<file path="src/rtl/writeback_unit.sv">
// Final pipeline stage: accepts one retiring instruction per handshake, waits for
// load data when needed, extends/aligns it and drives a one-cycle register-file write.
module writeback_unit #(
    parameter int ADDR_WIDTH = 4,
    parameter int DATA_WIDTH = 32
) (
    input  logic                  clock,
    input  logic                  reset,
    input  logic                  in_valid,
    output logic                  in_ready,
    input  logic [ADDR_WIDTH-1:0] in_rd,
    input  logic                  in_wen,
    input  logic                  in_is_load,
    input  logic [2:0]            in_funct3,
    input  logic [DATA_WIDTH-1:0] in_result,
    input  logic                  mem_rvalid,
    input  logic [DATA_WIDTH-1:0] mem_rdata,
    output logic                  rf_valid,
    output logic                  rf_wen,
    output logic [ADDR_WIDTH-1:0] rf_waddr,
    output logic [DATA_WIDTH-1:0] rf_wdata,
    output logic                  busy,
    output logic [ADDR_WIDTH-1:0] busy_rd
);

    typedef enum logic [1:0] {
        IDLE     = 2'd0,
        WAIT_MEM = 2'd1,
        COMMIT   = 2'd2
    } state_t;

    state_t                state_q, state_d;
    logic [ADDR_WIDTH-1:0] rd_q, rd_d;
    logic                  wen_q, wen_d;
    logic [2:0]            funct3_q, funct3_d;
    logic [1:0]            addr_q, addr_d;
    logic                  rf_valid_q, rf_valid_d;
    logic                  rf_wen_q, rf_wen_d;
    logic [ADDR_WIDTH-1:0] rf_waddr_q, rf_waddr_d;
    logic [DATA_WIDTH-1:0] rf_wdata_q, rf_wdata_d;
    logic                  busy_q, busy_d;
    logic [ADDR_WIDTH-1:0] busy_rd_q, busy_rd_d;

    logic                  accept;
    logic [7:0]            ld_byte;
    logic [15:0]           ld_half;
    logic [DATA_WIDTH-1:0] ld_data;

    always_comb begin
        in_ready = (state_q != WAIT_MEM) & ~reset;
        accept   = in_valid & in_ready;
    end

    // Load lane select and extension from the latched funct3 / address bits.
    always_comb begin
        ld_byte = '0;
        case (addr_q)
            2'd0: ld_byte = mem_rdata[7:0];
            2'd1: ld_byte = mem_rdata[15:8];
            2'd2: ld_byte = mem_rdata[23:16];
            2'd3: ld_byte = mem_rdata[31:24];
            default: ld_byte = mem_rdata[7:0];
        endcase
        ld_half = addr_q[1] ? mem_rdata[31:16] : mem_rdata[15:0];
        case (funct3_q)
            3'b000:  ld_data = {{(DATA_WIDTH-8){ld_byte[7]}}, ld_byte};
            3'b001:  ld_data = {{(DATA_WIDTH-16){ld_half[15]}}, ld_half};
            3'b100:  ld_data = {{(DATA_WIDTH-8){1'b0}}, ld_byte};
            3'b101:  ld_data = {{(DATA_WIDTH-16){1'b0}}, ld_half};
            default: ld_data = mem_rdata;
        endcase
    end

    always_comb begin
        state_d    = state_q;
        rd_d       = rd_q;
        wen_d      = wen_q;
        funct3_d   = funct3_q;
        addr_d     = addr_q;
        busy_rd_d  = busy_rd_q;
        rf_valid_d = 1'b0;
        rf_wen_d   = 1'b0;
        rf_waddr_d = '0;
        rf_wdata_d = '0;

        case (state_q)
            WAIT_MEM: begin
                if (mem_rvalid) begin
                    state_d    = COMMIT;
                    rf_valid_d = 1'b1;
                    rf_wen_d   = wen_q & (rd_q != '0);
                    rf_waddr_d = rd_q;
                    rf_wdata_d = ld_data;
                end
            end
            default: begin
                // IDLE and COMMIT share the accept path, giving back-to-back retirement.
                if (accept) begin
                    rd_d      = in_rd;
                    wen_d     = in_wen;
                    funct3_d  = in_funct3;
                    addr_d    = in_result[1:0];
                    busy_rd_d = in_wen ? in_rd : '0;
                    if (in_is_load) begin
                        state_d = WAIT_MEM;
                    end else begin
                        state_d    = COMMIT;
                        rf_valid_d = 1'b1;
                        rf_wen_d   = in_wen & (in_rd != '0);
                        rf_waddr_d = in_rd;
                        rf_wdata_d = in_result;
                    end
                end else begin
                    state_d   = IDLE;
                    busy_rd_d = '0;
                end
            end
        endcase

        busy_d = (state_d != IDLE);
    end

    always_ff @(posedge clock or posedge reset) begin
        if (reset) begin
            state_q    <= IDLE;
            rd_q       <= '0;
            wen_q      <= 1'b0;
            funct3_q   <= '0;
            addr_q     <= '0;
            rf_valid_q <= 1'b0;
            rf_wen_q   <= 1'b0;
            rf_waddr_q <= '0;
            rf_wdata_q <= '0;
            busy_q     <= 1'b0;
            busy_rd_q  <= '0;
        end else begin
            state_q    <= state_d;
            rd_q       <= rd_d;
            wen_q      <= wen_d;
            funct3_q   <= funct3_d;
            addr_q     <= addr_d;
            rf_valid_q <= rf_valid_d;
            rf_wen_q   <= rf_wen_d;
            rf_waddr_q <= rf_waddr_d;
            rf_wdata_q <= rf_wdata_d;
            busy_q     <= busy_d;
            busy_rd_q  <= busy_rd_d;
        end
    end

    always_comb begin
        rf_valid = rf_valid_q;
        rf_wen   = rf_wen_q;
        rf_waddr = rf_waddr_q;
        rf_wdata = rf_wdata_q;
        busy     = busy_q;
        busy_rd  = busy_rd_q;
    end

endmodule

</file>
<file path="config.mk">
export PLATFORM = sky130hd
export DESIGN_NAME = writeback_unit
export DESIGN_NICKNAME = d
export VERILOG_FILES = /design/src/rtl/writeback_unit.sv
export SDC_FILE = /design/constraint.sdc
export NUM_CORES = 1
export LEC_CHECK = 0
export BUFFER_PORTS_ARGS = -buffer_cell sky130_fd_sc_hd__buf_2
export CAP_MARGIN = 10
export CORE_MARGIN = 1.5
export CORE_UTILIZATION = 52
export CTS_BUF_LIST = sky130_fd_sc_hd__clkbuf_2
export DETAILED_ROUTE_END_ITERATION = 8
export PLACE_DENSITY = 0.88
export SETUP_SLACK_MARGIN = 0.05
export SLEW_MARGIN = 30
export SYNTH_ARGS = -nofsm -noshare
export SYNTH_HDL_FRONTEND = slang
export SYNTH_SLANG_ARGS = --single-unit
</file>
<file path="constraint.sdc">
create_clock -name clock -period 4.6 [get_ports clock]
set_input_delay 0.92 -clock clock [delete_from_list [all_inputs] [get_ports clock]]
set_output_delay 0.92 -clock clock [all_outputs]
set_load 0.005 [all_outputs]
</file>
==> flow_metrics.tcl, run 1 <==
set metrics [dict create \
    drv_cap 0 \
    drc 0 \
    cts_max_level 2 \
    yosys_register_bits 55 \
    finalClockSkew_ns 0.0243 \
    synth_compound_area_share_pct 19.5 \
    path_buf_inv 1 \
    fin_nets 433 \
    grt_max_degree 56 \
    hold-worst-slack_ns 0.540 \
    crit_required_ns 3.68 \
    yosys.area_share.simple_pct 14.3 \
    synth_top_family_by_area "compound AO/OA/AOI/OAI gates" \
    die_area_um2 5480 \
    synth-edff-count 0 \
    tightest_slew_ns 0.851 \
    syn2layout_area_growth_pct 25.6 \
    power.density_nw_per_um2 302 \
    cp.depth 3 \
    layout_commonest_cell "buf_2" \
    cts_sinks 55 \
    drtAntennaViolNets 0 \
    synth_top_area_share_pct 52.5 \
    synthXorXnorAreaFrac_pct 0 \
    ys_warn_count 0 \
    multi_input_area_um2 1130 \
    grt_usage_pct 25.3 \
    dp.cells 416 \
    fin_ws_ns 1.91 \
    synth.area.top_cells "dfrtp_1 53%, mux2_2 6.9%, nand2_1 5.3%" \
    dp_slack_ns 2.10 \
    worstPathMaxFanout 11 \
    end_kind "output port" \
    die_h_um 74 \
    finalSetupViolCount 0 \
    first_pass_iters 4 \
    ctsHoldBuffers 0 \
    cp-start-kind "register" \
    reg2regPathDepth 4 \
    drive_gt1_share_pct 45.7 \
    clk_pin_slew_worst_paths_ns 0.29 \
    worst-setup-path-type "reg2out" \
    synthMuxAreaShare_pct 8.88 \
    nFillCells 396 \
    ys_seq_area_share_pct 52.5 \
    path_cells "nor2b_1 -> nor2_1 -> buf_2" \
    static-leakage-power_nw 1.76 \
    core-area_um2 4790 \
    max_stage_delay_ns 0.66 \
    netlist_instances 243 \
    async_flop_share_pct 100 \
    cts_buffers 5 \
    io_pins 121 \
    final_cells 424 \
    syn_nets 320 \
    dp_hpwl_um 4930 \
    wl_per_cell_um 15.6 \
    grt_pass1_vias 2295 \
    finalWeightedCongestion 0.823 \
    yosysTopAreaCell "dfrtp_1" \
    worstPathArrival_ns 1.77 \
    ys.flop_type "dfrtp_1" \
    slew_violations 0 \
    fp.dieW_um 74 \
    status "completed" \
    syn_area_um2 2620 \
    drt_iter0_markers 101 \
    crit_slowest_cell "nor2b_1" \
    grt_pass1_wl_um 10500 \
    clockBufferDepth 2 \
    antenna_found_initial 0 \
    viasPerCell 5.37 \
    finalHoldViolCount 0 \
    fin_setup_tns_ns 0 \
    cp_top_family "simple AND/OR/NAND/NOR gates" \
    clockRootBuffer "clkbuf_2" \
    hold_depth 1 \
    rsz0062_at_grt "false" \
    yosys.area_share.adder_pct 0 \
    ir_drop_mv 0.205 \
    cts_resized 0 \
    antenna_cells 0 \
    vias 2275 \
    placed_cell_area_um2 3250 \
    slew_headroom_pct 43.1 \
    cts_setup_buffers 0 \
    seqCellArea_um2 1380 \
    timing.final.crit_period_ns 2.69 \
    fmax_mhz 372 \
    overflow 0 \
    num_rows 25 \
    most-common-layout-cells "120 x buf_2, 54 x dfrtp_1, 37 x nand2_1, 18 x o21ai_0, 17 x nor2b_1" \
    timing.final.crit_share_pct 58.5 \
    synth_cell_types 32 \
    routed_wl_um 6600 \
    hold_class "reg2reg" \
    fin_area_um2 3290 \
    syn_avg_cell_area_um2 10.8 \
    initial_core_util_pct 54.8 \
    clkLatencyLatePin_ns 0.45 \
    io_buffers 120 \
    cts_tree "done" \
]
## flip-flops by register name, summed over array words and instances (netlist names)
| register | count |
|---|---|
| rd_q | 4 |
| rf_wdata | 32 |
| busy | 1 |
| addr_q | 2 |
| rf_wen | 1 |
| rf_waddr | 4 |
| state_q | 2 |
| busy_rd | 4 |
| funct3_q | 3 |
| wen_q | 1 |
| rf_valid | 1 |
## final timing paths
check	startpoint	to	slack, ns
hold / removal	busy_rd[3]	busy_rd[3]	0.54
max in group asynchronous	reset	rf_wdata[0]	3.58
setup reg to reg	addr_q[1]	rf_wdata[20]	2.29
min in group asynchronous	reset	busy_rd[3]	0.56
hold reg to reg	busy_rd[3]	busy_rd[3]	0.54
setup / recovery	state_q[1]	in_ready	1.91
## cells by family (layout without fill, tap and decap cells)
| logic type | count (synthesis) | after routing |
|---|---|---|
| multiplexers | 20 | 20 |
| buffers and inverters | 27 | 141 |
| AO/OA/AOI/OAI | 66 | 66 |
| flip-flops | 55 | 55 |
| AND/OR/NAND/NOR | 75 | 75 |
## through the flow
step / power, mW / util [%]
detailed placement: 0.816 / 67.8
global placement: 0.805 / 67.6
global route: 1.05 / 68.8
floorplan: 0.718 / -
CTS: 1.00 / 68.8
finish: 0.995 / 68.8
## power breakdown
| part | switching [mW] | total [mW] | leakage [nW] | internal (mW) |
|---|---|---|---|---|
| clock network | 0.152 | 0.188 | 0.0250 | 0.0359 |
| registers | 0.0454 | 0.571 | 0.729 | 0.526 |
| logic | 0.119 | 0.236 | 1.00 | 0.117 |
| total | 0.316 | 0.995 | 1.76 | 0.678 |
## final cells by class
class	instances	share of cell area (%)
clock buffer	5	0.760
clock inverter	3	0.608
inverter	12	1.44
multi-input combinational	161	34.3
sequential	55	41.8
tap	67	2.55
timing repair buffer	121	18.5
## cells in the mapped netlist (7+ instances only)
master and n:
a32o_1 7, buf_2 7, clkbuf_1 7, dfrtp_1 55, inv_1 12, mux2_2 16
nand2_1 37, nor2_1 7, nor2b_1 17, o21ai_0 18, o21ai_2 10
## per-layer routing
layer	share of wire [%]	global-route usage, %
met4	1.0	6.58
met5	0	0
met2	52	47.0
met3	7.1	5.83
met1	40	29.2
Note: power is estimated with default switching activity, not from simulation.
==> run 2: changes to the inputs <==
--- a/config.mk
+++ b/config.mk
@@ -5,13 +5,14 @@
 export SDC_FILE = /design/constraint.sdc
 export NUM_CORES = 1
 export LEC_CHECK = 0
+export ABC_AREA = 1
 export BUFFER_PORTS_ARGS = -buffer_cell sky130_fd_sc_hd__buf_2
 export CAP_MARGIN = 10
 export CORE_MARGIN = 1.5
-export CORE_UTILIZATION = 52
+export CORE_UTILIZATION = 45
 export CTS_BUF_LIST = sky130_fd_sc_hd__clkbuf_2
 export DETAILED_ROUTE_END_ITERATION = 8
-export PLACE_DENSITY = 0.88
+export PLACE_DENSITY = 0.79
 export SETUP_SLACK_MARGIN = 0.05
 export SLEW_MARGIN = 30
 export SYNTH_ARGS = -nofsm -noshare
==> constraint.sdc (replaced) <==
create_clock -name clock -period 2.35 [get_ports clock]
set_input_delay 0.47 -clock clock [delete_from_list [all_inputs] [get_ports clock]]
set_output_delay 0.47 -clock clock [all_outputs]
set_load 0.005 [all_outputs]
==> flow_metrics.tcl, run 2 <==
set metrics [dict create \
    drv_cap 0 \
    slew_violations 0 \
    regToRegSetupSlack_ns 0.55 \
    pwr-share-seq_pct 50.3 \
    ctsHoldBuffers 0 \
    viasPerCell 4.84 \
    grt_max_degree 56 \
    finalClockSkew_ns 0.0134 \
    ys_seq_area_share_pct 48.2 \
    slew_headroom_pct 54.0 \
    syn_area_um2 2850 \
    cts_max_level 2 \
    synth.most_common_cell "nand2_1" \
    fin_ws_ns 0.552 \
    cts_tree "done" \
    synth_top_area_share_pct 48.2 \
    internal_power_mw 1.41 \
    io_pins 121 \
    reg2regPathDepth 5 \
    clkLatencyLatePin_ns 0.43 \
    timing.final.crit_share_pct 76.5 \
    syn_nets 458 \
    power.share.combinational_pct 27.9 \
    grt_pass1_vias 2461 \
    syn2layout_area_growth_pct 23.3 \
    netlist_instances 381 \
    syn_avg_cell_area_um2 7.49 \
    end_kind "register" \
    whs_endpoint "rf_wdata[16]" \
    routed_wl_um 7610 \
    synth_cell_types 28 \
    hp-start "in_result[16]" \
    fin_setup_tns_ns 0 \
    cts_setup_buffers 0 \
    timing.final.crit_period_ns 1.80 \
    fmax_mhz 556 \
    cts_resized 0 \
    antenna_cells 0 \
    static-leakage-power_nw 2.14 \
    core-area_um2 6030 \
    crit_required_ns 2.68 \
    tightest_slew_ns 0.690 \
    fin_nets 571 \
    power_frac_clock_pct 21.9 \
    drive_gt1_share_pct 30.2 \
    num_rows 28 \
    synth.area.top_cells "dfrtp_1 48%, nand2_1 19%, o21ai_0 5.4%" \
    async_flop_share_pct 100 \
    largest_reg_flops 32 \
    die_h_um 82.6 \
    cp-start-kind "register" \
    wl_per_cell_um 13.4 \
    clk_pin_slew_worst_paths_ns 0.26 \
    antenna_found_initial 0 \
    rsz0062_at_grt "false" \
    layout_commonest_cell "nand2_1" \
    hold_depth 3 \
    worstPathArrival_ns 2.13 \
    switchingPower_uw 722 \
    hold_class "in2reg" \
    die_area_um2 6830 \
    cts_sinks 55 \
    vias 2752 \
    swShare_pct 33.8 \
    worstPathMaxFanout 18 \
    yosysTopAreaCell "dfrtp_1" \
    grt_usage_pct 22.7 \
    power_mw 2.14 \
    dp_slack_ns 0.593 \
    ys.flop_type "dfrtp_1" \
    ys_warn_count 0 \
    finalWeightedCongestion 0.834 \
    io_buffers 120 \
    fp.dieW_um 82.6 \
    r2r_start "addr_q[1]" \
    drc 0 \
    ir_drop_mv 0.257 \
    dp_hpwl_um 5540 \
    clockBufferDepth 2 \
    drtAntennaViolNets 0 \
    worst-setup-path-type "reg2reg" \
    power.density_nw_per_um2 607 \
    first_pass_iters 4 \
    finalHoldViolCount 0 \
    drt_iter0_markers 184 \
    finalSetupViolCount 0 \
    overflow 0 \
    clockRootBuffer "clkbuf_2" \
    postLayoutCoreUtil_pct 58.4 \
    synth-edff-count 0 \
    status "completed" \
    yosys_register_bits 55 \
    r2r-end "rf_wdata[1]" \
    initial_core_util_pct 47.4 \
    grt_pass1_wl_um 11700 \
    most-common-layout-cells "145 x nand2_1, 120 x buf_2, 55 x dfrtp_1, 38 x nor2_1, 31 x o21ai_0" \
    cts_buffers 5 \
    synth_commonest_cells "145 x nand2_1, 55 x dfrtp_1, 38 x nor2_1" \
]
==> run 2: changes by cell type after synthesis, moves of 12 or more <==
cell / before / now
a21oi_1: 2 / 14
mux2_2: 16 / 0
nand2_1: 37 / 145
inv_1: 12 / 30
nand3_1: 1 / 21
nor2b_1: 17 / 0
o21ai_0: 18 / 31
nor2_1: 7 / 38
==> run 2: power groups by stage <==
stage | logic, mW | registers (mW) | clock network, mW
floorplan | 0.425 | 1.08 | 0
global placement | 0.586 | 1.09 | 0
detailed placement | 0.594 | 1.09 | 0
CTS | 0.597 | 1.07 | 0.480
global route | 0.675 | 1.08 | 0.516
finish | 0.595 | 1.07 | 0.467
==> run 2: worst max-delay path, cell delays in order, from the launching register on <==
cell,delay (ns)
dfrtp_1,0.80
inv_4,0.19
o21ai_0,0.36
nand3_1,0.12
nand3_1,0.11
o21ai_0,0.11
==> run 2: how the worst max path moves through the flow <==
stage / startpoint / endpoint / slack [ns] / cells past startpoint
final: addr_q[1] / rf_wdata[1] / 0.55 / 5
after global routing: addr_q[1] / rf_wdata[21] / 0.41 / 7
after CTS: state_q[1] / in_ready / 0.53 / 5
after detailed placement: addr_q[1] / rf_wdata[23] / 0.59 / 7
after global placement: addr_q[1] / rf_wdata[1] / 0.59 / 5
after floorplan: reset / busy / 0.12 / 6
==> run 2: per-layer routing <==
metal  vias to the layer above  GRT usage [%]  wire, um  part of all wire, %
met2                        88           37.1      3590                   47
met5                         -              0         0                    0
met1                      1242           30.9      3530                   46
met3                         8           4.29       410                  5.4
met4                         0           5.83        84                  1.1
li1                       1414              -         -                    -
==> run 2: layout make-up <==
type,instances,area [um2]
multi-input cells,275,1230
well taps,75,93.8
inverters,34,136
flip-flops and latches,55,1380
clock buffers,6,30.0
fillers,626,2510
clock inverters,1,30.0
repair buffers,123,623
==> run 2: cell families after synthesis <==
kind of cell           after synthesis  synth area share, %
AND/OR/NAND/NOR                    222                 33.1
flip-flops                          55                 48.2
AO/OA/AOI/OAI                       53                 10.0
buffers and inverters               51                 8.68
==> run 2: through the flow <==
step                      cell area, um2  instances  hold WS, ns
after floorplan                     2860        381        0.450
after global placement              3460        562        0.468
after detailed placement            3460        562        0.478
after CTS                           3520        569        0.190
after global routing                3520        569        0.163
final                               3520        569        0.209
